## config.mk

```make
export PLATFORM = sky130hd
export DESIGN_NAME = video_shifter
export DESIGN_NICKNAME = d
export VERILOG_FILES = /design/src/rtl/video_pkg.sv /design/src/rtl/strobe_capture.sv /design/src/rtl/video_shifter.sv
export SDC_FILE = /design/constraint.sdc
export NUM_CORES = 1
export LEC_CHECK = 0
export CAP_MARGIN = 0
export CELL_PAD_IN_SITES_DETAIL_PLACEMENT = 1
export CELL_PAD_IN_SITES_GLOBAL_PLACEMENT = 2
export CORE_MARGIN = 2
export CORE_UTILIZATION = 29
export CTS_CLUSTER_SIZE = 12
export DETAILED_ROUTE_END_ITERATION = 8
export GPL_TIMING_DRIVEN = 0
export PLACE_DENSITY_LB_ADDON = 0.1
export SLEW_MARGIN = 30
export SYNTH_ARGS = -nofsm -noshare
export SYNTH_HDL_FRONTEND = slang
export SYNTH_SLANG_ARGS = --single-unit
```

## constraint.sdc

```tcl
create_clock -name clk16_i -period 1.37 [get_ports clk16_i]
set_input_delay 0.2055 -clock clk16_i [delete_from_list [all_inputs] [get_ports clk16_i]]
set_output_delay 0.2055 -clock clk16_i [all_outputs]
set_load 0.05 [all_outputs]
```

## src/rtl/video_pkg.sv

```systemverilog
// Shared video definitions: character-cell geometry and the fetched cell record
// used by both video_gen and video_shifter.
package video_pkg;

    localparam int PIXELS_PER_CHAR = 8;
    localparam int REVERSE_BIT     = 7;
    localparam int PIX_CNT_W       = 3;

    typedef struct packed {
        logic       rev;
        logic [7:0] pattern;
    } char_cell_t;

endpackage

```

## src/rtl/strobe_capture.sv

```systemverilog
// Falling-edge detector plus data latch for one video bus strobe; data_o holds
// the bus value from the last cycle the strobe was high.
module strobe_capture #(
    parameter int DATA_W = 8
) (
    input  logic              clk_i,
    input  logic              reset_i,
    input  logic              strobe_i,
    input  logic [DATA_W-1:0] data_i,
    output logic              capture_o,
    output logic [DATA_W-1:0] data_o
);

    logic              strobe_q;
    logic [DATA_W-1:0] data_q;

    always_ff @(posedge clk_i) begin
        if (reset_i) begin
            strobe_q <= 1'b0;
            data_q   <= '0;
        end else begin
            strobe_q <= strobe_i;
            if (strobe_i) begin
                data_q <= data_i;
            end
        end
    end

    assign capture_o = strobe_q & ~strobe_i;
    assign data_o    = data_q;

endmodule

```

## src/rtl/video_shifter.sv

```systemverilog
// Pixel serializer behind video_gen: captures code/pattern fetches, loads the
// shift register at each character boundary and re-times the syncs to match.
module video_shifter #(
    parameter int PIXELS_PER_CHAR = video_pkg::PIXELS_PER_CHAR,
    parameter int REVERSE_BIT     = video_pkg::REVERSE_BIT
) (
    input  logic       clk16_i,
    input  logic       reset_i,
    input  logic       pixel_ce_i,
    input  logic [7:0] bus_data_i,
    input  logic       video_ram_strobe_i,
    input  logic       video_rom_strobe_i,
    input  logic       h_active_i,
    input  logic       v_active_i,
    input  logic       h_sync_i,
    input  logic       v_sync_i,
    input  logic       display_en_i,
    input  logic       invert_i,
    output logic       video_o,
    output logic       h_sync_o,
    output logic       v_sync_o,
    output logic       stale_o
);

    import video_pkg::*;

    logic       ram_cap, rom_cap;
    logic [0:0] ram_rev;
    logic [7:0] rom_pat;

    strobe_capture #(.DATA_W(1)) u_ram_cap (
        .clk_i     (clk16_i),
        .reset_i   (reset_i),
        .strobe_i  (video_ram_strobe_i),
        .data_i    (bus_data_i[REVERSE_BIT]),
        .capture_o (ram_cap),
        .data_o    (ram_rev)
    );

    strobe_capture #(.DATA_W(8)) u_rom_cap (
        .clk_i     (clk16_i),
        .reset_i   (reset_i),
        .strobe_i  (video_rom_strobe_i),
        .data_i    (bus_data_i),
        .capture_o (rom_cap),
        .data_o    (rom_pat)
    );

    char_cell_t           pend_q, pend_d;
    logic [PIX_CNT_W-1:0] pix_cnt_q, pix_cnt_d;
    logic [7:0]           shift_q, shift_d;
    logic                 rev_q, rev_d, act_q, act_d;
    logic                 hs_dly_q, hs_dly_d, vs_dly_q, vs_dly_d;
    logic                 fresh_q, fresh_d, stale_q, stale_d;
    logic                 video_q, video_d, hs_out_q, hs_out_d, vs_out_q, vs_out_d;
    logic                 load, act_load;

    assign load     = pixel_ce_i && (pix_cnt_q == PIX_CNT_W'(PIXELS_PER_CHAR - 1));
    assign act_load = h_active_i & v_active_i & display_en_i;

    always_comb begin
        pend_d    = pend_q;
        pix_cnt_d = pix_cnt_q;
        shift_d   = shift_q;
        rev_d     = rev_q;
        act_d     = act_q;
        hs_dly_d  = hs_dly_q;
        vs_dly_d  = vs_dly_q;
        fresh_d   = fresh_q;
        stale_d   = stale_q;
        video_d   = video_q;
        hs_out_d  = hs_out_q;
        vs_out_d  = vs_out_q;

        if (pixel_ce_i) begin
            pix_cnt_d = h_sync_i ? '0 : pix_cnt_q + 1'b1;
            video_d   = ((shift_q[7] ^ rev_q) & act_q) ^ invert_i;
            hs_out_d  = hs_dly_q;
            vs_out_d  = vs_dly_q;
            if (load) begin
                shift_d  = pend_q.pattern;
                rev_d    = pend_q.rev;
                act_d    = act_load;
                hs_dly_d = h_sync_i;
                vs_dly_d = v_sync_i;
                fresh_d  = 1'b0;
                if (!fresh_q && act_load) begin
                    stale_d = 1'b1;
                end
            end else begin
                shift_d = {shift_q[6:0], 1'b0};
            end
        end

        // Captures land after the load has taken the old pending values.
        if (ram_cap) begin
            pend_d.rev = ram_rev[0];
        end
        if (rom_cap) begin
            pend_d.pattern = rom_pat;
            fresh_d        = 1'b1;
        end
    end

    always_ff @(posedge clk16_i) begin
        if (reset_i) begin
            pend_q    <= '0;
            pix_cnt_q <= '0;
            shift_q   <= '0;
            rev_q     <= 1'b0;
            act_q     <= 1'b0;
            hs_dly_q  <= 1'b0;
            vs_dly_q  <= 1'b0;
            fresh_q   <= 1'b0;
            stale_q   <= 1'b0;
            video_q   <= invert_i;
            hs_out_q  <= 1'b0;
            vs_out_q  <= 1'b0;
        end else begin
            pend_q    <= pend_d;
            pix_cnt_q <= pix_cnt_d;
            shift_q   <= shift_d;
            rev_q     <= rev_d;
            act_q     <= act_d;
            hs_dly_q  <= hs_dly_d;
            vs_dly_q  <= vs_dly_d;
            fresh_q   <= fresh_d;
            stale_q   <= stale_d;
            video_q   <= video_d;
            hs_out_q  <= hs_out_d;
            vs_out_q  <= vs_out_d;
        end
    end

    assign video_o  = video_q;
    assign h_sync_o = hs_out_q;
    assign v_sync_o = vs_out_q;
    assign stale_o  = stale_q;

endmodule

```

==> flow_summary.ini <==
[run_status]
status = finished, final reports clean

[cells_and_area]
multi_input_area_um2 = 668
diodes = 0
fin_nets = 211
fillers = 607
fin_util = 0.381
area_growth_pct = 27.5
drive_above_1_share = 0.120
seqCellArea_um2 = 813

[logic_synthesis]
yosysUniqueCellTypes = 24
synth.largest_area_cell = dfxtp_1
synth_top_area_frac = 0.514
synth.area.top_cells = dfxtp_1 (51%), mux2i_1 (13%), nor2_1 (5.7%)
ys_ff_latch = 40
synth.net_count = 182
synth.avg_cell_area_um2 = 9.43
ys_warn_count = 0
syn_area_mm2 = 0.00152
yosysSeqAreaShare = 0.534
synthCells = 161

[die]
dieArea_mm2 = 0.00583
die_h_um = 76.3
initial_core_util = 0.299
fp.dieW_um = 76.3
io_pins = 23
rows = 26
design.core.area_mm2 = 0.00507

[timing]
maxSlewViolCount = 0
fmax_mhz = 757
setup_violations = 0
hold-worst-slack_ns = 0.279
slew_headroom = 0.619
period_minus_slack_ns = 1.32
rsz0062_at_grt = no
tightestPinTransition_ns = 0.572
hold_violations = 0
fin_skew_ns = 0.00804
period_share = 0.964

[detailed_routing]
drt_pre_antenna_iters = 4
routedWlPerCell_um = 13.3
final_antenna_net_count = 0
wl_met3_um = 159
wl_met2_mm = 1.56
routed-via-count = 1168
vias_per_cell = 4.48
drc = 0
first_iter_violations = 44
met1Wirelength_mm = 1.67
drt-total-wl_mm = 3.46
top_layer = met4

[clocking]
numCtsBuffers = 5
insertion_delay_ns = 0.30
hold_buffers = 0
clockRootBuffer = clkbuf_8
clockBufferDepth = 2
cts-htree-levels = 2
cts_sinks = 40
cts_tree = yes
clk_pin_slew_ns = 0.08

[setup_path]
slowest_stage = clkdlybuf4s15_1
worstPathRequired_ns = 1.16
cp_slowest_stage_delay_ns = 0.45
cp_cell_sequence = clkdlybuf4s15_1
worstSetupStartpointType = flop
cp_max_fo = 1
crit_type = flop to primary output
cp-end-kind = primary output
path_buf_inv = 1
crit_family = buffers and inverters
arrival_ns = 1.11

[global_routing]
grt_max_degree = 13
grt-ovfl-total = 0
grt_first_pass_wirelength_mm = 5.80
grt_pass1_vias = 1200
antenna_found_initial = 0
grt_use_total = 0.128

[power]
p_leak_nw = 0.731
power_density_mw_per_mm2 = 1180
irDropWorstVdd_mv = 0.432

[placed_design]
port-buffer-count = 21
place_hpwl_mm = 2.50
place.gp.congestion = 0.699

[hold_path]
min_path_type = primary input to flop

[job]
drv_cap = 0
synthesized netlist by cell type:
| cell type | number |
|---|---|
| nand3_1 | 5 |
| a22oi_1 | 2 |
| a211oi_1 | 7 |
| nand2_1 | 21 |
| nand2_2 | 1 |
| and3_1 | 1 |
| nand2b_1 | 2 |
| nand3b_1 | 1 |
| buf_4 | 1 |
| buf_1 | 1 |
| buf_2 | 5 |
| clkbuf_1 | 4 |
| xnor2_1 | 1 |
| or2_1 | 1 |
| edfxtp_1 | 1 |
| ha_1 | 2 |
| inv_1 | 2 |
| a21oi_1 | 15 |
| nor2b_1 | 4 |
| nor2_1 | 23 |
| or3b_1 | 1 |
| xor2_1 | 1 |
| mux2i_1 | 20 |
| dfxtp_1 | 39 |
cell type report:
class | instances | area share
Tap cell | 70 | 0.0452
Multi-Input combinational cell | 108 | 0.345
Timing Repair Buffer | 22 | 0.105
Inverter | 2 | 0.00388
Clock buffer | 8 | 0.0517
Buffer | 11 | 0.0291
Sequential cell | 40 | 0.420
report_power, final:
group          total [mW]  internal (mW)  switching [mW]
Clock               0.853          0.459           0.394
Combinational       0.195         0.0969          0.0982
Sequential           1.23           1.21          0.0218
Total                2.28           1.77           0.514
per-stage QoR:
step	worst slack, ns	std cells	TNS (ns)	area, um^2	total power, mW
final	0.0498	261	0	1940	2.28
after global routing	0.00511	261	0	1940	2.40
after CTS	0.00323	260	0	1930	2.33
after detailed placement	-0.298	252	-4.14	1820	1.46
after global placement	-0.297	252	-3.24	1820	1.45
after floorplan	0.0319	161	0	1520	1.36
registers in the layout, summed over array words and instances (netlist names):
signal and count:
pend_q 9, shift_q 8, u_rom_cap.data_o 8, pix_cnt_q 3, act_q 1, fresh_q 1, h_sync_o 1, hs_dly_q 1
rev_q 1, stale_o 1, u_ram_cap.data_o 1, u_ram_cap.strobe_q 1, u_rom_cap.strobe_q 1, v_sync_o 1, video_o 1, vs_dly_q 1
per-layer routing:
layer | GRT usage | vias to the layer above
met4 | 0.0600 | 0
met1 | 0.159 | 542
met5 | 0 | -
met2 | 0.200 | 24
li1 | - | 596
met3 | 0.0450 | 6
path summary, 6_finish.rpt:
path	startpoint	slack, ns	endpoint	depth (start not counted)
hold / removal	pixel_ce_i	0.28	shift_q[1]$_SDFFE_PP0P_	3
setup reg to reg	pix_cnt_q[0]$_SDFFE_PP0P_	0.08	stale_o$_SDFFE_PP0P_	5
setup / recovery	video_o$_DFFE_PP_	0.05	video_o	1
hold reg to reg	u_rom_cap.data_o[3]$_SDFFE_PP0P_	0.45	pend_q[3]$_SDFFE_PP0P_	2
cells by family (layout without fill, tap and decap cells):
kind of cell             after synthesis  after routing  share of synthesized area
flip-flops                            40             40                      0.534
AO/OA/AOI/OAI                         24             24                     0.0940
multiplexers                          20             20                      0.132
XOR/XNOR                               2              2                     0.0115
adder cells (fa/ha/maj)                2              2                     0.0165
buffers and inverters                 13             43                     0.0387
AND/OR/NAND/NOR                       60             60                      0.173
layout by cell type, fill, tap and decap left out, drive strengths merged:
master          n
a22oi           2
nand3           5
a211oi          7
and3            1
nand2          22
buf             8
dfxtp          39
nand2b          2
clkdlybuf4s50  17
clkbuf         15
or2             1
nand3b          1
nor2b           4
or3b            1
mux2i          20
ha              2
a21oi          15
edfxtp          1
xnor2           1
xor2            1
nor2           23
clkdlybuf4s15   1
inv             2
repair_timing:
action,4_1_cts,5_1_grt
pin swaps,0,1
gates resized for setup,10,10
endpoints found under the setup margin,10,11
buffers inserted,0,1
gates cloned,0,0
No activity file was read; power rests on OpenSTA's default activity.
